[config.mk]
export PLATFORM = sky130hd
export DESIGN_NAME = vga_hvsync_generator
export DESIGN_NICKNAME = d
export VERILOG_FILES = /design/src/rtl/vga_hvsync_generator.sv
export SDC_FILE = /design/constraint.sdc
export NUM_CORES = 1
export LEC_CHECK = 0
export CAP_MARGIN = 15
export CORE_AREA = 4 4 62 50
export DETAILED_ROUTE_END_ITERATION = 7
export DIE_AREA = 0 0 66 54
export GPL_ROUTABILITY_DRIVEN = 0
export GPL_TIMING_DRIVEN = 1
export PLACE_DENSITY = 0.71
export SETUP_SLACK_MARGIN = 0.5
export SLEW_MARGIN = 5
export SYNTH_ARGS = -nofsm -noshare
export SYNTH_HDL_FRONTEND = slang
export SYNTH_SLANG_ARGS = --single-unit
[constraint.sdc]
create_clock -name clk -period 1.8 [get_ports clk]
set_clock_uncertainty 0.05 [all_clocks]
set_input_delay 0.36 -clock clk [delete_from_list [all_inputs] [get_ports clk]]
set_output_delay 0.36 -clock clk [all_outputs]
set_load 0.01 [all_outputs]
[src/rtl/vga_hvsync_generator.sv]
`default_nettype none
// ============================================================================
// Module   : vga_hvsync_generator
// Purpose  : Free-running VGA raster timing generator (640x480 @ 60 Hz
//            defaults). It outputs the beam position, hsync/vsync and
//            display-enable. Define HVSYNC_STROBES_EN to add the
//            line_end/frame_end strobe outputs.
// Revision : 1.0 - initial release
// ============================================================================
module vga_hvsync_generator #(
  parameter int H_DISPLAY       = 640,
  parameter int H_FRONT         = 16,
  parameter int H_SYNC          = 96,
  parameter int H_BACK          = 48,
  parameter int V_DISPLAY       = 480,
  parameter int V_FRONT         = 10,
  parameter int V_SYNC          = 2,
  parameter int V_BACK          = 33,
  parameter int SYNC_ACTIVE_LOW = 1
) (
  input  logic       clk,
  input  logic       rst_n,
`ifdef HVSYNC_STROBES_EN
  output logic       line_end,
  output logic       frame_end,
`endif
  output logic       hsync,
  output logic       vsync,
  output logic       display_on,
  output logic [9:0] hpos,
  output logic [9:0] vpos
);

  localparam int H_TOTAL = H_DISPLAY + H_FRONT + H_SYNC + H_BACK;
  localparam int V_TOTAL = V_DISPLAY + V_FRONT + V_SYNC + V_BACK;

  localparam logic [9:0] H_LAST       = 10'(H_TOTAL - 1);
  localparam logic [9:0] V_LAST       = 10'(V_TOTAL - 1);
  localparam logic [9:0] H_VISIBLE    = 10'(H_DISPLAY);
  localparam logic [9:0] V_VISIBLE    = 10'(V_DISPLAY);
  localparam logic [9:0] H_SYNC_FIRST = 10'(H_DISPLAY + H_FRONT);
  localparam logic [9:0] H_SYNC_LAST  = 10'(H_DISPLAY + H_FRONT + H_SYNC - 1);
  localparam logic [9:0] V_SYNC_FIRST = 10'(V_DISPLAY + V_FRONT);
  localparam logic [9:0] V_SYNC_LAST  = 10'(V_DISPLAY + V_FRONT + V_SYNC - 1);

  // The 10-bit counters cannot represent a raster larger than 1024x1024.
  if ((H_TOTAL > 1024) || (V_TOTAL > 1024)) begin : g_bad_totals
    $error("vga_hvsync_generator: H_TOTAL/V_TOTAL must not exceed 1024");
  end

  logic [9:0] hpos_q, hpos_d;
  logic [9:0] vpos_q, vpos_d;
  logic       w_line_last;
  logic       w_frame_last;
  logic       w_hsync_act;
  logic       w_vsync_act;

  assign w_line_last  = (hpos_q == H_LAST);
  assign w_frame_last = w_line_last && (vpos_q == V_LAST);

  always_comb begin
    hpos_d = hpos_q + 10'd1;
    vpos_d = vpos_q;
    if (w_line_last) begin
      hpos_d = '0;
      vpos_d = (vpos_q == V_LAST) ? '0 : vpos_q + 10'd1;
    end
  end

  always_ff @(posedge clk) begin
    if (!rst_n) begin
      hpos_q <= '0;
      vpos_q <= '0;
    end else begin
      hpos_q <= hpos_d;
      vpos_q <= vpos_d;
    end
  end

  // Decode is purely combinational so sync/enable align with hpos/vpos.
  assign w_hsync_act = (hpos_q >= H_SYNC_FIRST) && (hpos_q <= H_SYNC_LAST);
  assign w_vsync_act = (vpos_q >= V_SYNC_FIRST) && (vpos_q <= V_SYNC_LAST);

  assign hsync      = (SYNC_ACTIVE_LOW != 0) ? ~w_hsync_act : w_hsync_act;
  assign vsync      = (SYNC_ACTIVE_LOW != 0) ? ~w_vsync_act : w_vsync_act;
  assign display_on = (hpos_q < H_VISIBLE) && (vpos_q < V_VISIBLE);
  assign hpos       = hpos_q;
  assign vpos       = vpos_q;

`ifdef HVSYNC_STROBES_EN
  assign line_end  = w_line_last;
  assign frame_end = w_frame_last;
`endif

endmodule
`default_nettype wire

==> results.toml <==
[status]
run_status = "finished, violations left"
violations = "negative setup slack"

[setup_path]
worstPathBufferInverterCount = 0
path_delay_family = "simple AND/OR/NAND/NOR gates"
endpoint_kind = "flop"
cp.required_ns = 1.99
arrival_ns = 2.21
cpPeakStageDelay_ns = 0.53
worstSetupStartpointType = "flop"
critPathMaxFanout = 9
slowest_stage = "or4b_4"
crit_type = "reg2reg"
worstPathCellList = "or4b_4 -> or3_4 -> or4_4 -> a21oi_2"

[sta]
setup_viol = 17
fin_ws_ns = -0.217
slew_violations = 0
finalHoldViolations = 0
rsz0062_at_grt = "yes"
fmax_ghz = 0.496
slew_headroom_pct = 77.2
final.period_utilization_pct = 112
tightestPinTransition_ns = 0.341
min_period_ns = 2.02

[yosys]
ys_top_cells_by_area = "dfxtp_1 (40%), xnor2_1 (6.9%), ha_1 (6.2%)"
synth_area_leader_cell = "dfxtp_1"
ys_warn_count = 0
synth_seq_area_share_pct = 39.6
syn_area_um2 = 1010
synthMuxAreaShare_pct = 0.989
synth_xor_area_share_pct = 9.52
synth.distinct_cells = 29
ys_ff_latch = 20
synthAdderAreaFrac_pct = 6.18
synth_top_cell_area_share_pct = 39.6
synth_area_per_cell_um2 = 8.65
synthCells = 117
synthSimpleGateAreaFrac_pct = 31.3
synth_top_family_by_area = "simple AND/OR/NAND/NOR gates"
synth-compound-area-share_pct = 8.78
syn-num-nets = 124

[finish]
layout-drive-gt1-share_pct = 54.2
final_common_cell = "buf_6"
diodes = 0
seq_area_um2 = 440
fillers = 180
final_util_pct = 70.6
nets = 185
final_cell_area_um2 = 1770
multi_input_area_um2 = 671
layout_common_cells = "buf_6 (33), buf_4 (16), nor2_1 (14), dfxtp_2 (14), xnor2_1 (8)"
syn_to_final_growth_pct = 74.5

[placement]
dpl-instance-area_um2 = 1510
hpwl_um = 1980
portBuffers = 24

[drt]
finalWirelength_um = 2890
ant_nets = 0
dr.first_iter.drc_count = 54
drt_pass1_iterations = 4
via_count = 1064
viasPerCell = 5.00
post_drt_wl_per_cell_um = 13.6
drcViolationCount = 0

[global_route]
use_met1_pct = 23.2
gr-total-overflow = 0
met2_usage_pct = 29.5
grt.busiest_layer = "met2"
grt_util_met3_pct = 2.51
antenna_found_initial = 0
grt_pass1_wl_um = 4660
grt_max_degree = 12
grt_usage_pct = 17.1
grt_pass1_vias = 1010

[floorplan]
ios = 25
die_area_um2 = 3560
fp.dieW_um = 66
initial_utilization_pct = 40.5
die_h_um = 54
rows = 16
coreArea_um2 = 2500

[clock_network]
htree_levels = 1
root_buffer = "clkbuf_4"
clk_latency_ns = 0.30
cts_buffer_depth = 2
cts_tree = "yes"
cts.clk_slew.worst_paths_ns = 0.11
cts_buffers = 3
cts.sinks = 20

[power_and_ir_drop]
powerDensity_nw_per_um2 = 410
p_leak_nw = 0.698
ir_drop_v = 0.000373

[flow_run]
cap_violations = 0

[worst_hold_path]
hp-class = "reg2reg"
## sequential cells by signal, summed over array words and instances (netlist names)
| signal | flops |
|---|---|
| vpos | 10 |
| hpos | 10 |
## worst paths after layout
kind                            slack (ns)  startpoint  cells past startpoint       to
worst min-delay path                  0.48     hpos[0]                      2  hpos[0]
worst min register to register        0.48     hpos[0]                      2  hpos[0]
worst max-delay path                 -0.22     hpos[6]                      4  vpos[6]
worst max register to register       -0.22     hpos[6]                      4  vpos[6]
## worst min-delay path, delay by kind of cell (launching register included)
| family | cells | cell delay (ns) |
|---|---|---|
| flip-flops | 1 | 0.36 |
| buffers and inverters | 1 | 0.11 |
| AND/OR/NAND/NOR | 1 | 0.04 |
## repair_timing
action / 4_1_cts / 5_1_grt
buffers inserted: 9 / 1
endpoints found under the setup margin: 42 / 41
cloned: 1 / 0
pin swaps: 7 / 2
hold buffers: 0 / 0
gates resized for setup: 138 / 8
## logic make-up after synthesis
family	Yosys count
xor+xnor	11
compound gates	15
flops	20
mux	1
buf+inv	8
simple gates	57
fa+ha+maj	5
## where the power goes
part	internal, mW	total (mW)	switching [mW]	leakage (nW)
registers	0.440	0.445	0.00462	0.173
logic	0.0320	0.0601	0.0281	0.509
clock network	0.0809	0.219	0.138	0.0154
total	0.553	0.724	0.171	0.698
## Yosys cell counts
master / n
dfxtp_1: 20
nor2_1: 14
nand2_1: 9
nand3_1: 8
xnor2_1: 8
inv_1: 6
o21ai_0: 6
a21oi_1: 5
ha_1: 5
nor3_1: 5
and3_1: 3
nand4_1: 3
or3_1: 3
xor2_1: 3
and2_1: 2
nor4b_1: 2
or3_2: 2
or4_4: 2
a21oi_2: 1
and3b_1: 1
buf_6: 1
clkbuf_1: 1
mux2i_1: 1
nor3b_1: 1
o2111ai_1: 1
o21ai_2: 1
o31ai_1: 1
or3_4: 1
or4b_4: 1
## metal layers
metal,share of wire (%),wire length [um],vias up
met2,49,1430,22
li1,-,-,536
met1,47,1360,502
met3,2.8,80,4
met4,0.80,23,0
met5,0,0,-
## through the flow
| step | hold slack (ns) | total power [mW] | std cells | setup slack (ns) | TNS (ns) |
|---|---|---|---|---|---|
| 6_report | 0.481 | 0.724 | 213 | -0.217 | -2.64 |
| 5_1_grt | 0.500 | 0.765 | 213 | -0.272 | -3.83 |
| 4_1_cts | 0.480 | 0.736 | 212 | -0.232 | -2.78 |
| 3_5_place_dp | 0.473 | 0.507 | 198 | -0.204 | -3.00 |
| 3_3_place_gp | 0.462 | 0.506 | 198 | -0.187 | -2.59 |
| 2_1_floorplan | 0.409 | 0.479 | 117 | -0.163 | -1.17 |
## layout make-up
cell class	instances	area share, %
clock buffers	3	1.27
clock inverters	1	0.212
inverters	6	1.27
multi-input cells	90	38.0
flip-flops and latches	20	24.9
well taps	36	2.55
repair buffers	57	31.8
No activity file was read; power rests on OpenSTA's default activity.
